[src/rtl/hack_kbd_pkg.sv]
// Shared types and the PS/2 set 2 to Hack key-code lookup for the keyboard receiver.
// Pure declarations; no state.
package hack_kbd_pkg;

    typedef enum logic [1:0] {FR_IDLE, FR_DATA, FR_PARITY, FR_STOP} frame_state_t;
    typedef enum logic [1:0] {DEC_NORM, DEC_E0, DEC_F0, DEC_E0F0} dec_state_t;

    localparam logic [7:0] PS2_EXT   = 8'hE0;
    localparam logic [7:0] PS2_BREAK = 8'hF0;

    localparam logic [7:0] KEY_SPACE     = 8'd32;
    localparam logic [7:0] KEY_ENTER     = 8'd128;
    localparam logic [7:0] KEY_BACKSPACE = 8'd129;
    localparam logic [7:0] KEY_LEFT      = 8'd130;
    localparam logic [7:0] KEY_UP        = 8'd131;
    localparam logic [7:0] KEY_RIGHT     = 8'd132;
    localparam logic [7:0] KEY_DOWN      = 8'd133;
    localparam logic [7:0] KEY_HOME      = 8'd134;
    localparam logic [7:0] KEY_END       = 8'd135;
    localparam logic [7:0] KEY_PGUP      = 8'd136;
    localparam logic [7:0] KEY_PGDN      = 8'd137;
    localparam logic [7:0] KEY_INSERT    = 8'd138;
    localparam logic [7:0] KEY_DELETE    = 8'd139;
    localparam logic [7:0] KEY_ESC       = 8'd140;
    localparam logic [7:0] KEY_F1        = 8'd141;
    localparam logic [7:0] KEY_F12       = 8'd152;

    // Returns 0 for any code without a Hack equivalent.
    function automatic logic [7:0] ps2_to_hack(input logic ext, input logic [7:0] code);
        logic [7:0] k;
        k = 8'd0;
        if (ext) begin
            case (code)
                8'h6B: k = KEY_LEFT;
                8'h75: k = KEY_UP;
                8'h74: k = KEY_RIGHT;
                8'h72: k = KEY_DOWN;
                8'h6C: k = KEY_HOME;
                8'h69: k = KEY_END;
                8'h7D: k = KEY_PGUP;
                8'h7A: k = KEY_PGDN;
                8'h70: k = KEY_INSERT;
                8'h71: k = KEY_DELETE;
                default: k = 8'd0;
            endcase
        end else begin
            case (code)
                8'h1C: k = 8'd65;  8'h32: k = 8'd66;  8'h21: k = 8'd67;  8'h23: k = 8'd68;
                8'h24: k = 8'd69;  8'h2B: k = 8'd70;  8'h34: k = 8'd71;  8'h33: k = 8'd72;
                8'h43: k = 8'd73;  8'h3B: k = 8'd74;  8'h42: k = 8'd75;  8'h4B: k = 8'd76;
                8'h3A: k = 8'd77;  8'h31: k = 8'd78;  8'h44: k = 8'd79;  8'h4D: k = 8'd80;
                8'h15: k = 8'd81;  8'h2D: k = 8'd82;  8'h1B: k = 8'd83;  8'h2C: k = 8'd84;
                8'h3C: k = 8'd85;  8'h2A: k = 8'd86;  8'h1D: k = 8'd87;  8'h22: k = 8'd88;
                8'h35: k = 8'd89;  8'h1A: k = 8'd90;
                8'h45: k = 8'd48;  8'h16: k = 8'd49;  8'h1E: k = 8'd50;  8'h26: k = 8'd51;
                8'h25: k = 8'd52;  8'h2E: k = 8'd53;  8'h36: k = 8'd54;  8'h3D: k = 8'd55;
                8'h3E: k = 8'd56;  8'h46: k = 8'd57;
                8'h29: k = KEY_SPACE;
                8'h5A: k = KEY_ENTER;
                8'h66: k = KEY_BACKSPACE;
                8'h76: k = KEY_ESC;
                8'h05: k = KEY_F1;
                8'h06: k = KEY_F1 + 8'd1;
                8'h04: k = KEY_F1 + 8'd2;
                8'h0C: k = KEY_F1 + 8'd3;
                8'h03: k = KEY_F1 + 8'd4;
                8'h0B: k = KEY_F1 + 8'd5;
                8'h83: k = KEY_F1 + 8'd6;
                8'h0A: k = KEY_F1 + 8'd7;
                8'h01: k = KEY_F1 + 8'd8;
                8'h09: k = KEY_F1 + 8'd9;
                8'h78: k = KEY_F1 + 8'd10;
                8'h07: k = KEY_F12;
                default: k = 8'd0;
            endcase
        end
        return k;
    endfunction

endpackage

[src/rtl/ps2_frame_rx.sv]
// PS/2 frame receiver: synchronise, glitch-filter ps2_clk, deserialise 11-bit frames, check parity/stop/timeout.
// Latency: scan_valid/frame_err one cycle after the filtered stop-bit fall (2+FILTER_LEN cycles after the raw fall).
// Backpressure: none; the device clocks the data, each good byte is a single-cycle pulse.
module ps2_frame_rx
    import hack_kbd_pkg::*;
#(
    parameter int FILTER_LEN     = 4,
    parameter int TIMEOUT_CYCLES = 5000
) (
    input  logic       clk,
    input  logic       reset,
    input  logic       ps2_clk,
    input  logic       ps2_data,
    output logic       scan_valid,
    output logic [7:0] scan_code,
    output logic       frame_err
);

    localparam int FW = $clog2(FILTER_LEN + 1);
    localparam int TW = $clog2(TIMEOUT_CYCLES + 1);

    logic [1:0]    clk_sync;
    logic [1:0]    dat_sync;
    logic          clk_filt;
    logic [FW-1:0] filt_cnt;
    logic          filt_done;
    logic          fall;
    logic          data_bit;
    logic          timed_out;

    frame_state_t  state;
    logic [7:0]    shift_q;
    logic [2:0]    bit_cnt;
    logic          par_q;
    logic [TW-1:0] to_cnt;

    // Everything clears to 0; the idle-high line then shows up as a rise, which is ignored.
    always_ff @(posedge clk or negedge reset) begin
        if (!reset) begin
            clk_sync <= 2'b00;
            dat_sync <= 2'b00;
        end else begin
            clk_sync <= {clk_sync[0], ps2_clk};
            dat_sync <= {dat_sync[0], ps2_data};
        end
    end

    assign data_bit  = dat_sync[1];
    assign filt_done = (filt_cnt == FW'(FILTER_LEN - 1));
    assign fall      = clk_filt && !clk_sync[1] && filt_done;
    assign timed_out = (to_cnt == TW'(TIMEOUT_CYCLES - 1));

    always_ff @(posedge clk or negedge reset) begin
        if (!reset) begin
            clk_filt <= 1'b0;
            filt_cnt <= '0;
        end else if (clk_sync[1] != clk_filt) begin
            if (filt_done) begin
                clk_filt <= clk_sync[1];
                filt_cnt <= '0;
            end else begin
                filt_cnt <= filt_cnt + FW'(1);
            end
        end else begin
            filt_cnt <= '0;
        end
    end

    always_ff @(posedge clk or negedge reset) begin
        if (!reset) begin
            state      <= FR_IDLE;
            shift_q    <= 8'd0;
            bit_cnt    <= 3'd0;
            par_q      <= 1'b0;
            to_cnt     <= '0;
            scan_valid <= 1'b0;
            scan_code  <= 8'd0;
            frame_err  <= 1'b0;
        end else begin
            scan_valid <= 1'b0;
            frame_err  <= 1'b0;
            if (state == FR_IDLE) begin
                to_cnt <= '0;
                if (fall && !data_bit) begin
                    state   <= FR_DATA;
                    bit_cnt <= 3'd0;
                end
            end else if (fall) begin
                to_cnt <= '0;
                case (state)
                    FR_DATA: begin
                        shift_q <= {data_bit, shift_q[7:1]};
                        bit_cnt <= bit_cnt + 3'd1;
                        if (bit_cnt == 3'd7)
                            state <= FR_PARITY;
                    end
                    FR_PARITY: begin
                        par_q <= data_bit;
                        state <= FR_STOP;
                    end
                    FR_STOP: begin
                        if ((^{shift_q, par_q}) && data_bit) begin
                            scan_valid <= 1'b1;
                            scan_code  <= shift_q;
                        end else begin
                            frame_err <= 1'b1;
                        end
                        state <= FR_IDLE;
                    end
                    default: state <= FR_IDLE;
                endcase
            end else if (timed_out) begin
                frame_err <= 1'b1;
                state     <= FR_IDLE;
            end else begin
                to_cnt <= to_cnt + TW'(1);
            end
        end
    end

endmodule

[src/rtl/hack_kbd_rx.sv]
// Hack KBD word writer: decodes make/break/E0 sequences from PS/2 bytes into the held-key code.
// Latency: kbd_out updates one cycle after scan_valid.
// Backpressure: none; the CPU only reads kbd_out.
module hack_kbd_rx
    import hack_kbd_pkg::*;
#(
    parameter int FILTER_LEN     = 4,
    parameter int TIMEOUT_CYCLES = 5000
) (
    input  logic        clk,
    input  logic        reset,
    input  logic        ps2_clk,
    input  logic        ps2_data,
    output logic [15:0] kbd_out,
    output logic        scan_valid,
    output logic [7:0]  scan_code,
    output logic        frame_err
);

    dec_state_t dec_state;
    logic [7:0] key_q;
    logic [7:0] hack_n;
    logic [7:0] hack_e;

    ps2_frame_rx #(
        .FILTER_LEN    (FILTER_LEN),
        .TIMEOUT_CYCLES(TIMEOUT_CYCLES)
    ) u_frame (
        .clk       (clk),
        .reset     (reset),
        .ps2_clk   (ps2_clk),
        .ps2_data  (ps2_data),
        .scan_valid(scan_valid),
        .scan_code (scan_code),
        .frame_err (frame_err)
    );

    assign hack_n  = ps2_to_hack(1'b0, scan_code);
    assign hack_e  = ps2_to_hack(1'b1, scan_code);
    assign kbd_out = {8'h00, key_q};

    // Last make wins; a break only clears if it releases the key currently shown.
    always_ff @(posedge clk or negedge reset) begin
        if (!reset) begin
            dec_state <= DEC_NORM;
            key_q     <= 8'd0;
        end else if (scan_valid) begin
            case (dec_state)
                DEC_NORM: begin
                    if (scan_code == PS2_EXT)
                        dec_state <= DEC_E0;
                    else if (scan_code == PS2_BREAK)
                        dec_state <= DEC_F0;
                    else if (hack_n != 8'd0)
                        key_q <= hack_n;
                end
                DEC_E0: begin
                    if (scan_code == PS2_BREAK) begin
                        dec_state <= DEC_E0F0;
                    end else begin
                        if (hack_e != 8'd0)
                            key_q <= hack_e;
                        dec_state <= DEC_NORM;
                    end
                end
                DEC_F0: begin
                    if (hack_n == key_q)
                        key_q <= 8'd0;
                    dec_state <= DEC_NORM;
                end
                DEC_E0F0: begin
                    if (hack_e == key_q)
                        key_q <= 8'd0;
                    dec_state <= DEC_NORM;
                end
                default: dec_state <= DEC_NORM;
            endcase
        end
    end

endmodule

[config.mk]
export PLATFORM = sky130hd
export DESIGN_NAME = hack_kbd_rx
export DESIGN_NICKNAME = d
export VERILOG_FILES = /design/src/rtl/hack_kbd_pkg.sv /design/src/rtl/ps2_frame_rx.sv /design/src/rtl/hack_kbd_rx.sv
export SDC_FILE = /design/constraint.sdc
export NUM_CORES = 1
export LEC_CHECK = 0
export ABC_AREA = 0
export CAP_MARGIN = 10
export CORE_MARGIN = 4
export CORE_UTILIZATION = 30
export CTS_CLUSTER_SIZE = 28
export DETAILED_ROUTE_END_ITERATION = 12
export SLEW_MARGIN = 25
export SYNTH_ARGS = -nofsm -noshare
export SYNTH_HDL_FRONTEND = slang
export SYNTH_SLANG_ARGS = --single-unit
export TNS_END_PERCENT = 20
[constraint.sdc]
create_clock -name clk -period 5.8 [get_ports clk]
set_input_delay 1.16 -clock clk [delete_from_list [all_inputs] [get_ports clk]]
set_output_delay 1.16 -clock clk [all_outputs]
set_load 0.05 [all_outputs]
==> results of run 1 <==
==> Yosys cell counts (4+ instances only) <==
cell and n:
a211oi_1 9, o31ai_1 4, buf_4 9, clkbuf_1 13
nand2_1 36, dfrtp_1 55, nor4b_1 6, o21ai_0 9
inv_1 20, nor2_1 38, mux2i_1 17, o21ai_2 8
nor2b_1 13, mux2_2 21, xnor2_1 17, and2_1 6
a31oi_1 6, nand3_1 15, ha_1 18, a221oi_1 8
a21oi_1 17, nand2b_1 11, buf_2 12, nand3b_1 6
nor3_1 14, and3_1 5, xor2_1 8
==> cell families after synthesis <==
logic type                 Yosys count  synth area share, %
AOI/OAI and AO/OA                  101                 18.9
buffers and inverters               60                 6.78
adders and majority gates           18                 5.15
DFF                                 55                 31.5
xor gates and xnor gates            25                 5.01
muxes                               43                 10.9
other                                1               0.0857
and+or+nand+nor                    177                 21.7
==> worst min path at each step <==
stage / startpoint / to / slack (ps) / depth (start not counted)
floorplan: u_frame.clk_sync[0]$_DFF_PN0_ / u_frame.clk_sync[1]$_DFF_PN0_ / 330 / 0
global placement: u_frame.dat_sync[0]$_DFF_PN0_ / u_frame.dat_sync[1]$_DFF_PN0_ / 330 / 0
detailed placement: u_frame.clk_sync[0]$_DFF_PN0_ / u_frame.clk_sync[1]$_DFF_PN0_ / 340 / 0
CTS: u_frame.clk_sync[0]$_DFF_PN0_ / u_frame.clk_sync[1]$_DFF_PN0_ / 350 / 0
global route: u_frame.clk_sync[0]$_DFF_PN0_ / u_frame.clk_sync[1]$_DFF_PN0_ / 370 / 0
finish: u_frame.clk_sync[0]$_DFF_PN0_ / u_frame.clk_sync[1]$_DFF_PN0_ / 350 / 0
==> routing by layer <==
layer  global-route usage, %  vias up  part of all wire (%)  wire (microns)
met5                       0        -                     0               0
met4                    4.01        0                   1.7             182
met3                    1.87       16                   5.7             601
met2                    21.5      121                    48            5010
met1                    17.5     1724                    45            4690
li1                        -     1721                     -               -
==> registers in the layout (all words and copies together), names as in the netlist, 2 cells and up <==
name,cells
u_frame.dat_sync,2
u_frame.scan_code,8
u_frame.shift_q,8
u_frame.clk_sync,2
u_frame.state,2
dec_state,2
key_q,8
u_frame.filt_cnt,3
u_frame.bit_cnt,3
u_frame.to_cnt,13
==> critical path, stage by stage (launching register included) <==
cell and delay (ps):
dfrtp_1 580, inv_1 220, ha_1 510, and2_1 320
a221oi_1 120, a2111oi_2 580, nor2_1 210, a21oi_1 180
or4b_4 480, o211ai_4 390, o21ai_2 80
==> through the flow <==
step	area (sq um)	total power [mW]	util [%]
floorplan	4400	0.581	-
global placement	4640	0.609	32.9
detailed placement	4640	0.619	32.9
CTS	4810	0.968	34.1
global route	4810	1.02	34.1
finish	4810	0.958	34.1
==> final cells by class <==
cell class | count | area, sq um | share of cell area [%]
multi-input combinational | 372 | 2730 | 56.7
sequential | 55 | 1380 | 28.6
timing repair buffer | 24 | 228 | 4.73
tap | 180 | 225 | 4.68
clock buffer | 6 | 139 | 2.89
inverter | 21 | 78.8 | 1.64
clock inverter | 2 | 35.0 | 0.728
==> power breakdown <==
group          internal, mW  total (mW)  switching, mW
logic                0.0626       0.155         0.0922
registers             0.421       0.457         0.0367
clock network         0.215       0.346          0.131
==> impl_metrics.tcl, run 1 <==
set metrics [dict create \
    outcome "finished, final reports clean" \
    cts_setup_buffers 0 \
    seq_area_frac_synth_pct 31.5 \
    end_kind "flop" \
    dr_total_vias 3582 \
    rows 43 \
    max_freq_ghz 0.263 \
    drt_iter0_drc 232 \
    synth_cell_types 76 \
    setup_slack_ps 2000 \
    grt_pass1_wl_microns 18100 \
    port_buffers 21 \
    wl_per_cell_microns 15.9 \
    antenna_cells 0 \
    area_growth_pct 9.98 \
    grt_max_degree 56 \
    crit_start "u_frame.scan_code[1]$_DFFE_PN0P_" \
    coreArea_sq_um 14100 \
    die_y_microns 129 \
    setup_tns_ps 0 \
    clock_path_buffers 2 \
    place.gp.congestion 0.897 \
    rsz0062_at_grt "no" \
    period_minus_slack_ps 3800 \
    r2r-start "u_frame.scan_code[1]$_DFFE_PN0P_" \
    powerDensity_nw_per_um2 199 \
    synthArstFlopShare_pct 100 \
    worst-setup-path-type "reg2reg" \
    setup_viol 0 \
    crit_fanout 17 \
    synth_top_cell_by_area "dfrtp_1" \
    cts_tree "built" \
    antenna_found_initial 0 \
    fin_skew_ps 3.94 \
    nets 501 \
    synth_warnings 0 \
    cts_resized 0 \
    max_slew_margin_pct 32.2 \
    netlist_area_sq_um 4370 \
    leakagePower_nw 1.92 \
    die_x_microns 129 \
    placed_cells 652 \
    dr.pass1.iters 5 \
    pre_cts_slack_ps 2160 \
    post_drt_via_cell_ratio 5.43 \
    r2r_setup_slack_ps 2000 \
    final_common_cell "dfrtp_1" \
    finalMaxSlewViolations 0 \
    drive_gt1_share_pct 12.1 \
    cap_viol_max_count 0 \
    avgSynthCellArea_sq_um 9.11 \
    syn_inst 480 \
    htree_levels 2 \
    die_area_sq_um 16600 \
    worstReg2RegEnd "key_q[7]$_DFFE_PN0P_" \
    layout.cells.non_filler 660 \
    grt.total_usage_pct 13.0 \
    clkLatencyLatePin_ps 290 \
    clockRootBuffer "clkbuf_16" \
    hold_class "reg2reg" \
    start_util_pct 31.0 \
    synth_top_area_share_pct 31.5 \
    post-route-period-util_pct 65.5 \
    synth_edf_count 0 \
    grt_pass1_vias 3594 \
    clk_pin_slew_ps 70 \
    synthTopCellsByArea "dfrtp_1, mux2_2, ha_1" \
    nFillCells 1446 \
    gr-total-overflow 0 \
    worst_ep_required_time_ps 5970 \
    cts_buffers 5 \
    vdd_ir_drop_max_mv 0.148 \
    hpwl_microns 7580 \
    antenna_left 0 \
    crit_end "key_q[7]$_DFFE_PN0P_" \
    tightest_slew_ps 1020 \
    wirelength_microns 10500 \
    clock-sinks 55 \
    finalHoldViolCount 0 \
    drc 0 \
    holdBufCountCts 0 \
    whs_ps 351 \
    layout_common_cells "dfrtp_1, nor2_1, nand2_1" \
    synth_flop_cell "dfrtp_1" \
    critPathLaunchType "flop" \
    rr_worst_depth 10 \
    io_pins 30 \
    ys_ff_latch 55 \
    cp_data_arrival_time_ps 3970 \
]
No activity file was read; power rests on OpenSTA's default activity.
==> run 2, diff against run 1 <==
- clock period: 5.8 -> 3.21 ns (I/O delays scaled with it)
==> run 2 against run 1 <==
Net effect:
- sequential power rose by 80%
- non-clock buffer count rose by 27
- utilization up 1.9 points
- total power grew 77%
- clock power rose by 73%
- sequential cell count unchanged
- clock-buffer cell count unchanged
- die area unchanged
- global-route usage rose by 0.92 points
- critical path type unchanged
- critical endpoint unchanged
==> impl_metrics.tcl, run 2 (synthesis results as in run 1) <==
set metrics [dict create \
    die_area_sq_um 16600 \
    layout_common_cells "dfrtp_1, nor2_1, nand2_1" \
    dr_total_vias 3691 \
    finalMaxSlewViolations 0 \
    clkLatencyLatePin_ps 290 \
    critPathLaunchType "flop" \
    gr-total-overflow 0 \
    clk_pin_slew_ps 70 \
    rows 43 \
    post-route-period-util_pct 96.2 \
    hold_class "in2async" \
    end_kind "flop" \
    drc 0 \
    worst-path-stages 11 \
    antenna_cells 0 \
    grt_max_degree 46 \
    setup_slack_ps 121 \
    wl_per_cell_microns 16.3 \
    hpwl_microns 8410 \
    layout.cells.non_filler 686 \
    pre_cts_slack_ps -60.7 \
    htree_levels 2 \
    cts_tree "built" \
    area_growth_pct 16.2 \
    drt_iter0_drc 232 \
    outcome "finished, final reports clean" \
    worstReg2RegEnd "key_q[7]$_DFFE_PN0P_" \
    dr.pass1.iters 5 \
    port_buffers 21 \
    crit_fanout 10 \
    critPathBufInv 2 \
    coreArea_sq_um 14100 \
    io_pins 30 \
    clock-sinks 55 \
    powerDensity_nw_per_um2 335 \
    clockRootBuffer "clkbuf_16" \
    placed_cells 678 \
    post_drt_via_cell_ratio 5.38 \
    place.gp.congestion 0.894 \
    critical_path.max_stage_delay_ps 570 \
    cp_slowest_cell "or4b_4" \
    cts_buffers 5 \
    grt_pass1_vias 3692 \
    worst-setup-path-type "reg2reg" \
    period_minus_slack_ps 3090 \
    nets 528 \
    cap_viol_max_count 0 \
    leakagePower_nw 2.07 \
    r2r-start "u_frame.scan_code[1]$_DFFE_PN0P_" \
    critical_path.top_delay_family "simple AND/OR/NAND/NOR gates" \
    start_util_pct 31.0 \
    die_y_microns 129 \
    max_freq_ghz 0.324 \
    cp_data_arrival_time_ps 3270 \
    setup_viol 0 \
    vdd_ir_drop_max_mv 0.243 \
    wirelength_microns 11200 \
    largest_reg_flops 13 \
    worst_ep_required_time_ps 3390 \
    grt.total_usage_pct 13.9 \
    r2r_setup_slack_ps 120 \
    rr_worst_depth 11 \
    antenna_left 0 \
    antenna_found_initial 0 \
    cp_cell_sequence "inv_2 > ha_2 > nand3b_1 > or3_4 > and2_4 > a221oi_2 > nand4_1 > or4b_4 > o211ai_4 > buf_12 > o21ai_2" \
    clock_path_buffers 2 \
    crit_end "key_q[7]$_DFFE_PN0P_" \
    tightest_slew_ps 773 \
    max_slew_margin_pct 47.7 \
    die_x_microns 129 \
    crit_start "u_frame.scan_code[1]$_DFFE_PN0P_" \
    fin_skew_ps 3.33 \
    setup_tns_ps 0 \
    top_register "u_frame.to_cnt" \
    nFillCells 1441 \
    drive_gt1_share_pct 18.2 \
    grt_pass1_wl_microns 18700 \
    finalHoldViolCount 0 \
    final_common_cell "dfrtp_1" \
]
run 2: per-stage QoR:
stage               power, mW  hold WS, ps  area (sq um)  util, %
global route             1.81          332          5080     36.0
global placement         1.10          333          4880     34.6
detailed placement       1.12          336          4880     34.6
finish                   1.70          297          5080     36.0
floorplan                1.05          331          4430        -
CTS                      1.72          309          5050     35.8
run 2: area by class of cell:
cell class | count | area (sq um) | area share [%]
sequential | 55 | 1380 | 27.1
tap | 180 | 225 | 4.43
timing repair buffer | 51 | 480 | 9.46
clock inverter | 1 | 30.0 | 0.591
inverter | 21 | 78.8 | 1.55
multi-input combinational | 372 | 2760 | 54.3
clock buffer | 6 | 129 | 2.54
run 2: per-layer routing:
metal  up-vias  share of wire, %  global-route usage [%]  wire length [microns]
met5         -                 0                       0                      0
met4         0               2.6                    5.68                    297
met3        18               5.3                    2.41                    591
met2       123                48                    23.0                   5430
met1      1775                44                    17.9                   4900
li1       1775                 -                       -                      -
run 2: worst reg2reg max path, stage by stage (launching register included):
cell,delay (ps)
dfrtp_2,430
inv_2,80
ha_2,460
nand3b_1,110
or3_4,340
and2_4,170
a221oi_2,230
nand4_1,130
or4b_4,570
o211ai_4,240
buf_12,160
o21ai_2,60
run 2: report_power, final:
part           leakage (nW)  switching [mW]  internal (mW)  total (mW)
Clock                0.0769           0.233          0.364       0.598
Combinational          1.26           0.165          0.113       0.278
Sequential            0.737          0.0640          0.760       0.824
Total                  2.07           0.462           1.24        1.70
run 2: how the worst min path moves through the flow:
stage	cells after the start	to	slack, ps
floorplan	0	u_frame.clk_sync[1]$_DFF_PN0_	330
global placement	0	u_frame.dat_sync[1]$_DFF_PN0_	330
detailed placement	0	u_frame.dat_sync[1]$_DFF_PN0_	340
CTS	1	u_frame.to_cnt[8]$_DFFE_PN0P_	310
global route	1	u_frame.to_cnt[1]$_DFFE_PN0P_	330
finish	1	u_frame.to_cnt[1]$_DFFE_PN0P_	300
run 2: repair_timing:
item / in CTS / in global routing
endpoints found under the setup margin: 8 / 8
gates resized for setup: 2 / 2
pin swaps: 0 / 2
hold buffers: 0 / 0
setup buffers: 0 / 1
==> run 3, diff against run 2 <==
- GPL_TIMING_DRIVEN: default -> 0
==> run 3 against run 2 <==
Net effect:
- cell count up 3.8%
- clock skew up 5.2 ps
- via count up 6.6%
- critical path depth up 1
- clock power up 6.5%
- design area up 6.5%
- sequential share of layout area down 1.6 points
- non-clock buffer count up 25
- largest cell class unchanged
- sequential cell count unchanged
- total power up 3.2%
==> impl_metrics.tcl, run 3 (synthesis results as in run 1) <==
set metrics [dict create \
    end_kind "flop" \
    powerDensity_nw_per_um2 325 \
    finalMaxSlewViolations 0 \
    crit_start "u_frame.scan_code[1]$_DFFE_PN0P_" \
    hold_class "in2async" \
    wirelength_microns 12700 \
    top_register "u_frame.to_cnt" \
    gr-total-overflow 0 \
    drc 0 \
    die_area_sq_um 16600 \
    clkLatencyLatePin_ps 300 \
    port_buffers 21 \
    clk_pin_slew_ps 80 \
    rr_worst_depth 12 \
    r2r_setup_slack_ps 110 \
    final_core_util_pct 38.4 \
    grt_pass1_wl_microns 20300 \
    tightest_slew_ps 759 \
    layout.cells.non_filler 712 \
    leakagePower_nw 2.22 \
    cap_viol_max_count 0 \
    crit_fanout 10 \
    holdBufCountCts 0 \
    placed_cells 689 \
    setup_viol 0 \
    post_drt_via_cell_ratio 5.53 \
    grt.total_usage_pct 15.2 \
    hpwl_microns 9080 \
    start_util_pct 31.0 \
    vdd_ir_drop_max_mv 0.282 \
    dpl-instance-area_sq_um 4890 \
    outcome "finished, final reports clean" \
    cts_buffers 5 \
    worstReg2RegEnd "key_q[3]$_DFFE_PN0P_" \
    dr_total_vias 3936 \
    largest_reg_flops 13 \
    design_area_sq_um 5410 \
    nets 553 \
    wl_per_cell_microns 17.8 \
    max_freq_ghz 0.323 \
    clock-sinks 55 \
    antenna_cells 0 \
    layout_common_cells "dfrtp_1, nor2_1, nand2_1" \
    worst_ep_required_time_ps 3390 \
    pre_cts_slack_ps -537 \
    r2r-start "u_frame.scan_code[1]$_DFFE_PN0P_" \
    critPathLaunchType "flop" \
    post-route-period-util_pct 96.5 \
    grt_pass1_vias 3984 \
    drt_iter0_drc 236 \
    finalHoldViolCount 0 \
    fin_skew_ps 8.54 \
    htree_levels 2 \
    period_minus_slack_ps 3100 \
    die_x_microns 129 \
    die_y_microns 129 \
    grt_max_degree 56 \
    coreArea_sq_um 14100 \
    place.gp.congestion 0.937 \
    clockRootBuffer "clkbuf_16" \
    nFillCells 1417 \
    area_growth_pct 23.7 \
    final_common_cell "dfrtp_1" \
    max_slew_margin_pct 48.7 \
    worst-setup-path-type "reg2reg" \
    dr.pass1.iters 5 \
    drive_gt1_share_pct 24.4 \
    rows 43 \
    setup_slack_ps 112 \
    cp_data_arrival_time_ps 3280 \
    antenna_found_initial 0 \
    cts_tree "built" \
    clock_path_buffers 2 \
    io_pins 30 \
    finalPower_mw 1.76 \
    antenna_left 0 \
]
[run 3: worst max-delay path by stage]
| stage | slack (ps) | to | cells after the start |
|---|---|---|---|
| 2_1_floorplan | 20 | key_q[0]$_DFFE_PN0P_ | 12 |
| 3_3_place_gp | -600 | key_q[7]$_DFFE_PN0P_ | 12 |
| 3_5_place_dp | -540 | key_q[3]$_DFFE_PN0P_ | 12 |
| 4_1_cts | 6 | key_q[6]$_DFFE_PN0P_ | 13 |
| 5_1_grt | -6 | key_q[3]$_DFFE_PN0P_ | 13 |
| 6_report | 110 | key_q[3]$_DFFE_PN0P_ | 12 |
[run 3: report_power, final]
group | leakage [nW] | total, mW | switching (mW) | internal (mW)
clock | 0.0804 | 0.637 | 0.265 | 0.372
combinational | 1.40 | 0.297 | 0.172 | 0.125
sequential | 0.735 | 0.822 | 0.0624 | 0.759
[run 3: per-stage QoR]
| stage | setup TNS [ps] | hold WS (ps) |
|---|---|---|
| finish | 0 | 316 |
| global route | -9.43 | 329 |
| CTS | 0 | 327 |
| detailed placement | -4170 | 336 |
| global placement | -13910 | 332 |
| floorplan | 0 | 331 |
[run 3: layer usage]
layer,global-route usage (%),vias up,part of all wire (%)
li1,-,1836,-
met1,19.8,1907,43
met2,24.2,156,47
met3,2.62,37,6.6
met4,7.72,0,3.8
met5,0,-,0
[run 3: area by class of cell]
cell class | instances | area, sq um | share of cell area, %
buffer | 39 | 259 | 4.79
clock inverter | 3 | 46.3 | 0.856
tap | 180 | 225 | 4.16
inverter | 21 | 78.8 | 1.46
sequential | 55 | 1380 | 25.5
clock buffer | 5 | 125 | 2.31
multi-input combinational | 372 | 2920 | 54.0
timing repair buffer | 37 | 373 | 6.89
[run 3: critical path, stage by stage, from the launching register on]
cell       delay (ps)
dfrtp_2           440
buf_4             160
ha_2              240
buf_4             210
or2_0             220
a221oi_2          230
o211ai_1          210
nand3b_1          160
o2111ai_1         110
or4b_4            570
o211ai_4          210
buf_12            160
o21ai_2            50
[run 3: repair_timing]
| item | 4_1_cts | 5_1_grt |
|---|---|---|
| gates resized for setup | 14 | 34 |
| buffers inserted | 8 | 7 |
| cloned | 0 | 0 |
| endpoints found under the setup margin | 8 | 8 |
| pin swaps | 5 | 10 |
| endpoints found under the hold margin | 0 | 0 |
